### src/rtl/bvc_pkg.sv
// Shared definitions for the (a * x) >=u b constraint checker.
// Holds the controller state type and the default widths used by the
// checker top level and its serial multiplier.
package bvc_pkg;

    // Controller states: wait for a query, shift-add, compare, present verdict
    typedef enum logic [1:0] {
        IDLE = 2'd0,
        MUL  = 2'd1,
        CMP  = 2'd2,
        DONE = 2'd3
    } state_t;

    localparam int DEFAULT_W     = 4;
    localparam int DEFAULT_CNT_W = 16;

endpackage

### src/rtl/serial_mul.sv
// Serial shift-add multiplier producing (a * x) mod 2^W.
// Ports:
//   clk, rst   clock and synchronous active-high reset
//   start      load a and x, clear the accumulator, begin a multiply
//   a, x       operands, sampled only while start is high
//   busy       high while bits of x are being consumed
//   done       one-cycle pulse after the last bit has been added
//   acc        running / final truncated product
module serial_mul
    import bvc_pkg::*;
#(
    parameter int W = DEFAULT_W
) (
    input  logic         clk,
    input  logic         rst,
    input  logic         start,
    input  logic [W-1:0] a,
    input  logic [W-1:0] x,
    output logic         busy,
    output logic         done,
    output logic [W-1:0] acc
);

    localparam int IDX_W = $clog2(W);

    logic [W-1:0]     a_reg;
    logic [W-1:0]     x_reg;
    logic [IDX_W-1:0] idx;
    logic [W-1:0]     addend;

    // Shifting left inside W bits drops the high partial-product bits,
    // which is exactly the mod 2^W truncation the product needs.
    always_comb begin
        addend = a_reg << idx;
    end

    always_ff @(posedge clk) begin
        if (rst) begin
            a_reg <= '0;
            x_reg <= '0;
            idx   <= '0;
            acc   <= '0;
            busy  <= 1'b0;
            done  <= 1'b0;
        end else begin
            done <= 1'b0;
            if (start) begin
                a_reg <= a;
                x_reg <= x;
                acc   <= '0;
                idx   <= '0;
                busy  <= 1'b1;
            end else if (busy) begin
                if (x_reg[idx]) begin
                    acc <= acc + addend;
                end
                if (idx == IDX_W'(W - 1)) begin
                    busy <= 1'b0;
                    done <= 1'b1;
                end else begin
                    idx <= idx + IDX_W'(1);
                end
            end
        end
    end

endmodule

### config.mk
export PLATFORM = sky130hd
export DESIGN_NAME = serial_mul
export DESIGN_NICKNAME = d
export VERILOG_FILES = /design/src/rtl/bvc_pkg.sv /design/src/rtl/serial_mul.sv
export SDC_FILE = /design/constraint.sdc
export NUM_CORES = 1
export LEC_CHECK = 0
export ABC_AREA = 1
export CORE_UTILIZATION = 49
export DETAILED_ROUTE_END_ITERATION = 10
export PLACE_DENSITY = 0.77
export SYNTH_ARGS = -nofsm -noshare
export SYNTH_HDL_FRONTEND = slang
export SYNTH_SLANG_ARGS = --single-unit
### constraint.sdc
create_clock -name clk -period 1.8 [get_ports clk]
set_input_delay 0.36 -clock clk [delete_from_list [all_inputs] [get_ports clk]]
set_output_delay 0.36 -clock clk [all_outputs]
set_load 0.1 [all_outputs]
# ---- Yosys cells after proc, flatten, opt, wreduce, memory -nomap -nowiden
# Index checks and enable logic that the tools add are counted.
dict set report op_classes {
  order_cmp 1
  mux 6
  add_sub_neg 2
  shift 1
  eq_ne 1
  bitwise_logic 2
  n_reduce_logical 4
}
# operator n
set op_table {}
lappend op_table {{two-way mux 1 bit} 5}
lappend op_table {{adder 4 bit} 1}
lappend op_table {{AND reduction 2 bit} 2}
lappend op_table {{<< shifter 4 x 2 -> 4 bit} 1}
lappend op_table {{< comparator 2 x 3 -> 1 bit (second input constant)} 1}
lappend op_table {{OR reduction 3 bit} 1}
lappend op_table {{adder 2 x 1 -> 2 bit (second input constant)} 1}
lappend op_table {{binary-select mux 1 bit (select 2 bit)} 1}
lappend op_table {{== test 2 bit (second input constant)} 1}
lappend op_table {{inverter 1 bit} 2}
lappend op_table {{OR reduction 2 bit} 1}
dict set report totals {
  reg_bits 16
  word_cells 23
  inputBits 11
  out_inout_bits 6
}

# ---- Logic depth before layout (Yosys ltp)
# Gate-level depths: netlist of run 1.
dict set report logic_depth {
  ltp_word 4
  depth_mapped 14
  depth_no_buf 14
}

# ---- Worst setup path before layout of run 1
# OpenSTA, ideal clock, no wires.
dict set report synth_path {
  path_type {register to register}
  startpoint {register acc[0]}
  endpoint {register acc[2]}
  t_required_ns 1.729
  synth_period_minus_slack_ns 1.984
  stages_incl_launch_ff 6
  setup_time_ns 0.071
  arrival_ns 1.913
  setup_slack_ns -0.184
  n_path_buf 0
  cell_sequence {dfxtp_1 ha_1 inv_1 fa_1 xor2_1 a21oi_1}
}
dict set report synth_between {
  elab_chain_len 1
}
# element line_no
set synth_lines {}
lappend synth_lines {{start: declaration} serial_mul.sv:21} ;# output logic [W-1:0] acc
lappend synth_lines {{start signal: assignment} serial_mul.sv:55} ;# acc <= acc + addend;
lappend synth_lines {{adder 4 bit} serial_mul.sv:55}
# No other way between the ends.
# A chain may end at the register's enable or synchronous reset.

# ---- Worst setup path in the final report of run 1
dict set report layout_path {
  startpoint {register idx[0]}
  endpoint {register acc[3]}
}
dict set report layout_between {
  elab_chain_len 3
  elab_cells_between_ends 5
  cone_classes {add/sub (1); shift (1); mux (2); reduce/logical (1)}
}
# element line_no
set layout_lines {}
lappend layout_lines {{start: declaration} serial_mul.sv:28} ;# logic [IDX_W-1:0] idx;
lappend layout_lines {{start signal: assignment} serial_mul.sv:61} ;# idx <= idx + IDX_W'(1);
lappend layout_lines {{branches (longest 3 deep; another with adder 4 bit)} n/a}
# Several ways; the timed one is not identified. The select of a mux whose other input is x is not followed.

==> results.tsv, run 1 <==
metric	value	unit
coreArea	1559	µm²
seq_area_frac_synth	0.3765	
synth_cells	108	
ys_ff_latch	16	
rrSetupSlack	0.13	ns
p_per_area	676.3	nW/µm²
dp_slack	0.08578	ns
htreeDepth	1	
timing.rr.start	idx[0]	
final_common_cell	nand2_1	
p_leak	0.5206	nW
final_cell_mix	nand2_1 (19), inv_1 (13), nor2_1 (12), dfxtp_1 (12), clkdlybuf4s50_1 (10)	
critical_path.cell_chain	buf_4, nand2_1, nand2_1, nand2_2, inv_1, ha_1, nand3_1, nand3_2, nand3_2, nand3_2, nor2_1, nor2_1, nor2_1	
layout_min_cycle_time	1.672	ns
placed_cell_area	1101	µm²
gr-usage-all-layers	0.1903	
relSlewSlack	0.6639	
die_y	43.67	µm
synthesis.area	850.8	µm²
finClkSkew	0.002590	ns
cp-start-kind	flop	
drc	0	
final_area	1180	µm²
ys_types	22	
crit_buf_inv	2	
cp_slowest_stage_delay	0.34	ns
wirelength	1.493	mm
grt_antenna_before_repair	0	
grt_overflow	0	
setup_tns	0	ns
cts_root_buf	clkbuf_4	
syn_nets	124	
tightest_slew	0.5026	ns
yosysWarnings	0	
drt-vias-per-instance	5.136	
clk_latency	0.29	ns
die_w	43.67	µm
worstHoldEndpoint	a_reg[3]	
slew_violations	0	
rsz0062_at_grt	no	
ant_nets	0	
clock_sinks	16	
critPathArrivalTime	1.90	ns
fin_nets	148	
cts_buffers	3	
rr_endpoint	acc[3]	
num-fill-cells	107	
drt_iter0_drc	9	
layout_setup_ws	0.1284	ns
antennaDiodeCount	0	
critical_path.max_fanout	5	
worstSetupEndpointType	flop	
initial_core_util	0.5457	
portBuffers	16	
fmax	598.2	MHz
worst_ir_drop_vdd	0.0006000	V
dp.final_hpwl	1.136	mm
grt_max_degree	15	
avgRoutedWirePerCell	10.16	µm
worstHoldStart	a_reg[3]	
hold_viol_final	0	
grt_pass1_vias	678	
drive_gt1_frac	0.3130	
reg2regPathDepth	13	
syn_area_per_cell	7.878	µm²
worstPathRequired	2.03	ns
placementRows	14	
cts_tree	built	
syn_to_final_growth	38.68	%
crit_family	simple AND/OR/NAND/NOR gates	
clk_pin_slew	0.09	ns
outcome	finished clean	
slowest_stage	dfxtp_2	
hold_path_depth	2	
die_area	1907	µm²
routabilityCongestion	0.8178	
hold_path_class	reg -> reg	
setup_viol	0	
critPathKind	reg -> reg	
io_pins	17	
drt_pass1_iterations	4	
grt_pass1_wl	2.697	mm
maxCapViolations	0	
finalCritPeriodShare	0.9287	
cts.path.max_buffers	2	
num_vias	755	
[through the flow]
step                hold WS (ns)  cells  total power [mW]    util
finish                    0.4704    147            0.7980  0.7568
global placement          0.4521    141            0.5523  0.7063
global route              0.4897    147            0.8375  0.7568
detailed placement        0.4602    141            0.5560  0.7063
floorplan                 0.4391    108            0.4988       -
CTS                       0.4726    145            0.7955  0.7295
[worst reg2reg max path: cells and delay by family, from the launching register on]
| kind | cells | cell delay, ns |
|---|---|---|
| AND/OR/NAND/NOR | 10 | 0.81 |
| flip-flops | 1 | 0.34 |
| adder cells (fa/ha/maj) | 1 | 0.26 |
| buffers and inverters | 2 | 0.19 |
[layer usage]
layer,global-route usage,vias up,wire [µm]
met5,0,-,0
met4,0.1375,0,25
met3,0.03750,2,51
met2,0.2955,19,719
met1,0.2336,336,697
li1,-,398,-
[synth_stat cells]
master / count / area, µm²
o21ai_1: 3 / 15.01
a211oi_1: 1 / 7.510
nand2_1: 20 / 75.07
nand4_1: 1 / 6.260
nand3_1: 4 / 20.02
inv_1: 13 / 48.80
ha_1: 4 / 50.05
fa_1: 1 / 20.02
nor2_1: 12 / 45.04
a211oi_2: 4 / 50.05
and3_1: 1 / 6.260
nand3_2: 4 / 40.04
dfxtp_1: 16 / 320.3
buf_2: 1 / 5.000
buf_6: 1 / 11.26
inv_4: 1 / 6.260
xor2_1: 1 / 8.760
inv_2: 3 / 11.26
a21oi_1: 10 / 50.05
nor2_8: 1 / 20.02
nand2_2: 3 / 18.77
o21ai_0: 3 / 15.01
[cell type report]
| cell class | count | area [µm²] | share of cell area |
|---|---|---|---|
| sequential | 16 | 325.3 | 0.2757 |
| tap | 16 | 20.02 | 0.01697 |
| inverter | 17 | 68.82 | 0.05832 |
| clock buffer | 4 | 36.28 | 0.03075 |
| multi-input combinational | 73 | 471.7 | 0.3998 |
| timing repair buffer | 21 | 257.7 | 0.2185 |
[timing repair]
| item | 4_1_cts | 5_1_grt |
|---|---|---|
| endpoints found under the setup margin | 0 | 1 |
| resized for setup | 0 | 9 |
| buffers inserted | 0 | 2 |
| hold buffers | 0 | 0 |
[power breakdown]
| part | switching [mW] | total (mW) | internal [mW] |
|---|---|---|---|
| Combinational | 0.0984 | 0.173 | 0.0742 |
| Clock | 0.118 | 0.241 | 0.123 |
| Sequential | 0.0127 | 0.384 | 0.372 |
| Total | 0.229 | 0.798 | 0.569 |
[how the worst max path moves through the flow]
stage / start / to / slack (ns) / cells after the start
global route: idx[0] / acc[3] / 0.001 / 13
floorplan: idx[0] / acc[3] / 0.11 / 12
global placement: idx[0] / acc[3] / 0.14 / 13
CTS: idx[0] / acc[3] / 0.06 / 12
finish: idx[0] / acc[3] / 0.13 / 13
detailed placement: idx[0] / acc[3] / 0.09 / 12
[cells by family after synthesis]
| family | Yosys count | share of synthesized area |
|---|---|---|
| XOR/XNOR | 1 | 0.01030 |
| flip-flops | 16 | 0.3765 |
| buffers and inverters | 19 | 0.09706 |
| AND/OR/NAND/NOR | 46 | 0.2721 |
| adder cells (fa/ha/maj) | 5 | 0.08236 |
| AO/OA/AOI/OAI | 21 | 0.1618 |
(Power assumes the default switching activity.)
==> run 2: changes to the inputs <==
--- a/config.mk
+++ b/config.mk
@@ -6,6 +6,7 @@
 export NUM_CORES = 1
 export LEC_CHECK = 0
 export ABC_AREA = 1
+export CORE_MARGIN = 1.5
 export CORE_UTILIZATION = 49
 export DETAILED_ROUTE_END_ITERATION = 10
 export PLACE_DENSITY = 0.77
==> run 2 against run 1 <==
  * Clock skew increased by 0.0019 ns
  * First-iteration DRC count increased to 3.4 times the previous value
  * Core utilization increased by 1.8 points
  * Die area increased by 4.6%
  * Critical endpoint is now acc[2]
  * Sequential share of layout area decreased by 0.55 points
  * Sequential power about the same
  * Design area increased by 2.4%
  * Via count increased by 3.6%
  * Clock power decreased by 3%
  * Critical path type unchanged
==> results.tsv, run 2 (synthesized netlist as in run 1, its figures left out) <==
metric	value	unit	change
multiInputGateArea	474.2	µm²	+0.53%
final_common_cell	nand2_1		
die_y	44.67	µm	+2.3%
ant_nets	0		unchanged
p_leak	0.5345	nW	+2.7%
p_per_area	664.0	nW/µm²	-1.8%
rrSetupSlack	0.11	ns	-0.02 ns
grt_max_degree	15		unchanged
outcome	finished clean		
relSlewSlack	0.7263		+0.06239
drive_gt1_frac	0.3481		+0.03517
coreArea	1559	µm²	unchanged
gr-usage-all-layers	0.1965		+0.006189
syn_to_final_growth	42.06	%	
grt_pass1_vias	733		+8.1%
drt_pass1_iterations	4		unchanged
worstSetupEndpointType	flop		
critPathKind	reg -> reg		
slew_violations	0		unchanged
finClkSkew	0.004445	ns	+0.001856 ns
hold_path_class	reg -> reg		
rsz0062_at_grt	no		
clk_pin_slew	0.09	ns	about the same
netSwitchingPower	0.2277	mW	-0.54%
routabilityCongestion	0.8925		+9.1%
hold_viol_final	0		unchanged
clkPwrFrac	0.291		-0.011
num_vias	782		+3.6%
grt_antenna_before_repair	0		unchanged
grt_overflow	0		unchanged
swShare	0.2837		-0.003164
placementRows	14		unchanged
clock_sinks	16		unchanged
rr_endpoint	acc[2]		
cts_hold_buf	0		unchanged
register_area	326.6	µm²	+0.38%
finalCritPeriodShare	0.9386		+0.009918
cts_buffers	3		unchanged
cts.path.max_buffers	2		unchanged
dp.final_hpwl	1.236	mm	+8.8%
p_comb_frac	0.230		+0.014
clk_latency	0.29	ns	about the same
cp-start-kind	flop		
tightest_slew	0.4093	ns	-0.09329 ns
fmax	591.9	MHz	-1.1%
fin_nets	152		+2.7%
drc	0		unchanged
cts_tree	built		
portBuffers	16		unchanged
avgRoutedWirePerCell	11.39	µm	+12%
worstPathRequired	2.02	ns	about the same
critPathArrivalTime	1.91	ns	about the same
htreeDepth	1		unchanged
pwr-share-seq	0.479		-0.003
io_pins	17		unchanged
die_area	1995	µm²	+4.6%
reg2regPathDepth	8		-5
grt_pass1_wl	2.849	mm	+5.6%
num-fill-cells	99		-7.5%
wirelength	1.720	mm	+15%
critical_path.max_fanout	5		unchanged
antennaDiodeCount	0		unchanged
worst_ir_drop_vdd	0.0005397	V	-10%
intPower	0.5748	mW	+1.0%
drt_iter0_drc	31		+22
initial_core_util	0.5457		unchanged
cts_root_buf	clkbuf_4		
crit_end	acc[2]		
timing.rr.start	idx[0]		
drt-vias-per-instance	5.179		+0.83%
maxCapViolations	0		unchanged
setup_viol	0		unchanged
die_w	44.67	µm	+2.3%
final_cell_mix	nand2_1 (18), inv_1 (13), nor2_1 (12)		
setup_tns	0	ns	unchanged
critPathLaunch	idx[0]		
total_power	0.8025	mW	+0.57%
layout_min_cycle_time	1.689	ns	+0.01785 ns
run 2: metrics by stage:
| stage | hold WS [ns] | std cells | cell area, µm² | setup WS [ns] | utilization |
|---|---|---|---|---|---|
| 3_5_place_dp | 0.4643 | 142 | 1109 | 0.1022 | 0.7111 |
| 3_3_place_gp | 0.4622 | 142 | 1109 | 0.1883 | 0.7111 |
| 6_report | 0.4799 | 151 | 1209 | 0.1105 | 0.7753 |
| 4_1_cts | 0.4773 | 146 | 1145 | 0.05183 | 0.7344 |
| 5_1_grt | 0.5126 | 151 | 1209 | 0.02425 | 0.7753 |
| 2_1_floorplan | 0.4391 | 108 | 854.6 | 0.1082 | - |
run 2: power by group through the flow:
stage	Sequential, mW	Clock [mW]	Combinational, mW
5_1_grt	0.387	0.252	0.201
3_5_place_dp	0.392	0	0.168
3_3_place_gp	0.391	0	0.164
2_1_floorplan	0.416	0	0.0828
4_1_cts	0.383	0.246	0.169
6_report	0.385	0.233	0.185
run 2: metal layers:
metal / up-vias / share of wire / wire, µm / track usage
met5: - / 0 / 0 / 0
met4: 0 / 0.020 / 35 / 0.1091
met3: 4 / 0.031 / 54 / 0.03673
met2: 15 / 0.52 / 888 / 0.3391
met1: 358 / 0.43 / 741 / 0.2247
li1: 405 / - / - / -
run 2: area by class of cell:
type | count | share of cell area
clock buffer | 4 | 0.03002
inverter | 17 | 0.05487
multi-input combinational | 73 | 0.3923
sequential | 16 | 0.2702
tap | 16 | 0.01656
timing repair buffer | 24 | 0.2319
timing repair inverter | 1 | 0.004141
run 2: how the worst min path moves through the flow:
stage               cells past startpoint       end      from
finish                                  2  a_reg[3]  a_reg[3]
CTS                                     2  a_reg[3]  a_reg[3]
global placement                        2  x_reg[1]  x_reg[1]
global route                            2  x_reg[3]  x_reg[3]
floorplan                               2  a_reg[3]  a_reg[3]
detailed placement                      2  a_reg[3]  a_reg[3]
run 2: timing repair:
item,4_1_cts,5_1_grt
gates resized for setup,0,10
setup endpoints to repair,0,1
setup buffers,0,4
run 2: worst max-delay path, stage by stage, from the launching register on:
cell and delay [ns]:
dfxtp_2 0.35, inv_2 0.12, nand2_1 0.11, nor2_1 0.13, ha_1 0.20, inv_1 0.06
fa_1 0.37, xor2_1 0.15, a21oi_1 0.14
==> run 3: changes to the inputs <==
--- a/config.mk
+++ b/config.mk
@@ -7,9 +7,9 @@
 export LEC_CHECK = 0
 export ABC_AREA = 1
 export CORE_MARGIN = 1.5
-export CORE_UTILIZATION = 49
+export CORE_UTILIZATION = 35
+export CTS_CLUSTER_DIAMETER = 80
 export DETAILED_ROUTE_END_ITERATION = 10
-export PLACE_DENSITY = 0.77
 export SYNTH_ARGS = -nofsm -noshare
 export SYNTH_HDL_FRONTEND = slang
 export SYNTH_SLANG_ARGS = --single-unit
==> run 3 against run 2 <==
  * Count of clock-buffer cells in the layout did not move
  * Clock power rose by 7%
  * Worst hold slack worse by 0.0028 ns
  * Die area up 37%
  * Total power is 1.1% higher
  * Critical endpoint is now acc[3]
  * Non-clock buffer count stayed put
  * Setup slack gained 0.0043 ns
  * Highest routed layer unchanged
  * Sequential power about the same
  * First-iteration DRC count is 71% lower
  * Largest power group unchanged
  * Global-route usage is 6.4 points lower
  * Largest cell class unchanged
  * Critical path depth is 4 higher
==> results.tsv, run 3 (synthesized netlist as in run 1, its figures left out) <==
metric	value	unit	change
drt_iter0_drc	9		-71%
cts_root_buf	clkbuf_4		
drive_gt1_frac	0.3358		-0.01233
grt.met2_usage	0.2250		-0.1141
wirelength	1.611	mm	-6.3%
die_area	2736	µm²	+37%
p_leak	0.5343	nW	about the same
gr-usage-all-layers	0.1326		-0.06384
ant_nets	0		unchanged
grt_antenna_before_repair	0		unchanged
portBuffers	16		unchanged
hold_path_class	reg -> reg		
rsz0062_at_grt	yes		
num-fill-cells	231		+130%
placementRows	17		+3
tightest_slew	0.3230	ns	-0.08629 ns
hold_viol_final	0		unchanged
worst_ir_drop_vdd	0.0003375	V	-37%
slew_violations	0		unchanged
dp_slack	0.07379	ns	-0.02843 ns
critPathKind	reg -> reg		
top_usage_layer	met2		
grt_pass1_vias	668		-8.9%
critPathArrivalTime	1.93	ns	+0.02 ns
clk_pin_slew	0.10	ns	about the same
final_cell_mix	nand2_1 (18), inv_1 (13), nor2_1 (12)		
cts_hold_buf	0		unchanged
critical_path.max_fanout	8		+3
cts_tree	built		
slowest_stage	dfxtp_2		
outcome	finished clean		
routabilityCongestion	0.7720		-14%
syn_to_final_growth	43.53	%	
cp-start-kind	flop		
layout_setup_ws	0.1148	ns	+0.004301 ns
htreeDepth	1		unchanged
io_pins	17		unchanged
die_w	52.31	µm	+17%
dp.final_hpwl	1.207	mm	-2.4%
fmax	593.4	MHz	+0.26%
clock_sinks	16		unchanged
finalCritPeriodShare	0.9362		-0.002389
die_y	52.31	µm	+17%
final_common_cell	nand2_1		
fin_nets	151		-0.66%
antennaDiodeCount	0		unchanged
coreArea	2255	µm²	+45%
worstSetupEndpointType	flop		
crit_family	simple AND/OR/NAND/NOR gates		
grt_overflow	0		unchanged
cts.path.max_buffers	2		unchanged
maxCapViolations	0		unchanged
grt_max_degree	15		unchanged
critical_path.cell_chain	clkinv_4, o21ai_2, a21oi_1, a21oi_1, ha_1, nand2_1, nand3_2, nand3_2, nand3_2, nor2_1, nor2_1, nor2_1		
drt-vias-per-instance	4.685		-9.5%
avgRoutedWirePerCell	9.944	µm	-13%
holdWs	0.4771	ns	-0.002815 ns
total_power	0.8110	mW	+1.1%
drc	0		unchanged
met3_usage	0.02571		-0.01102
finClkSkew	0.006376	ns	+0.001930 ns
clk_latency	0.30	ns	about the same
cp_slowest_stage_delay	0.37	ns	about the same
gr-usage-met1	0.1637		-0.06102
num_vias	759		-2.9%
setup_viol	0		unchanged
p_per_area	664.1	nW/µm²	about the same
crit_buf_inv	1		-1
layout_min_cycle_time	1.685	ns	-0.004301 ns
relSlewSlack	0.7840		+0.05771
initial_core_util	0.3774		-0.1684
cts_buffers	3		unchanged
worstPathRequired	2.04	ns	+0.02 ns
drt_pass1_iterations	4		unchanged
grt_pass1_wl	2.760	mm	-3.1%
-- run 3: cell count changes in the layout (fill, tap and decap cells not counted) --
cell / delta
a21oi_1: +2
a21oi_2: -2
clkinv_4: +1
clkinvlp_2: -1
inv_2: -1
nand3_1: -1
nand3_2: +1
-- run 3: layout make-up --
class | count | area (µm²) | area share
well taps | 28 | 35.03 | 0.02869
repair buffers | 24 | 280.3 | 0.2295
multi-input cells | 73 | 471.7 | 0.3863
inverters | 17 | 71.32 | 0.05840
clock buffers | 4 | 36.28 | 0.02971
flip-flops and latches | 16 | 326.6 | 0.2674
-- run 3: worst paths after layout --
path                 start  endpoint  slack, ns  cells after the start
hold reg to reg   x_reg[0]  x_reg[0]       0.48                      2
setup / recovery    idx[0]    acc[3]       0.11                     12
hold / removal    x_reg[0]  x_reg[0]       0.48                      2
setup reg to reg    idx[0]    acc[3]       0.11                     12
-- run 3: per-stage QoR --
| stage | area [µm²] | util | cells | TNS [ns] |
|---|---|---|---|---|
| after global placement | 1116 | 0.4950 | 153 | 0 |
| after CTS | 1152 | 0.5111 | 157 | 0 |
| after floorplan | 854.6 | - | 108 | 0 |
| after global routing | 1221 | 0.5416 | 162 | -0.06918 |
| final | 1221 | 0.5416 | 162 | 0 |
| after detailed placement | 1116 | 0.4950 | 153 | 0 |
-- run 3: worst register-to-register path: cells and delay by family (launching register included) --
kind	cells	cell delay (ns)
AND/OR/NAND/NOR	7	0.58
flip-flops	1	0.37
adder cells (fa/ha/maj)	1	0.30
buffers and inverters	1	0.09
AO/OA/AOI/OAI	3	0.31
-- run 3: where the power goes --
group          switching [mW]  internal, mW
Sequential             0.0130         0.372
Combinational          0.0999        0.0773
Clock                   0.126         0.123
Total                   0.238         0.573
-- run 3: repair_timing --
item                                   in CTS  in global routing
setup endpoints to repair                   0                  1
endpoints found under the hold margin       0                  0
setup buffers                               0                  5
gates resized for setup                     0                 11
-- run 3: layer usage --
metal,up-vias,routed length (µm)
met5,-,0
met4,0,14
met3,2,77
met2,20,781
met1,336,738
li1,401,-
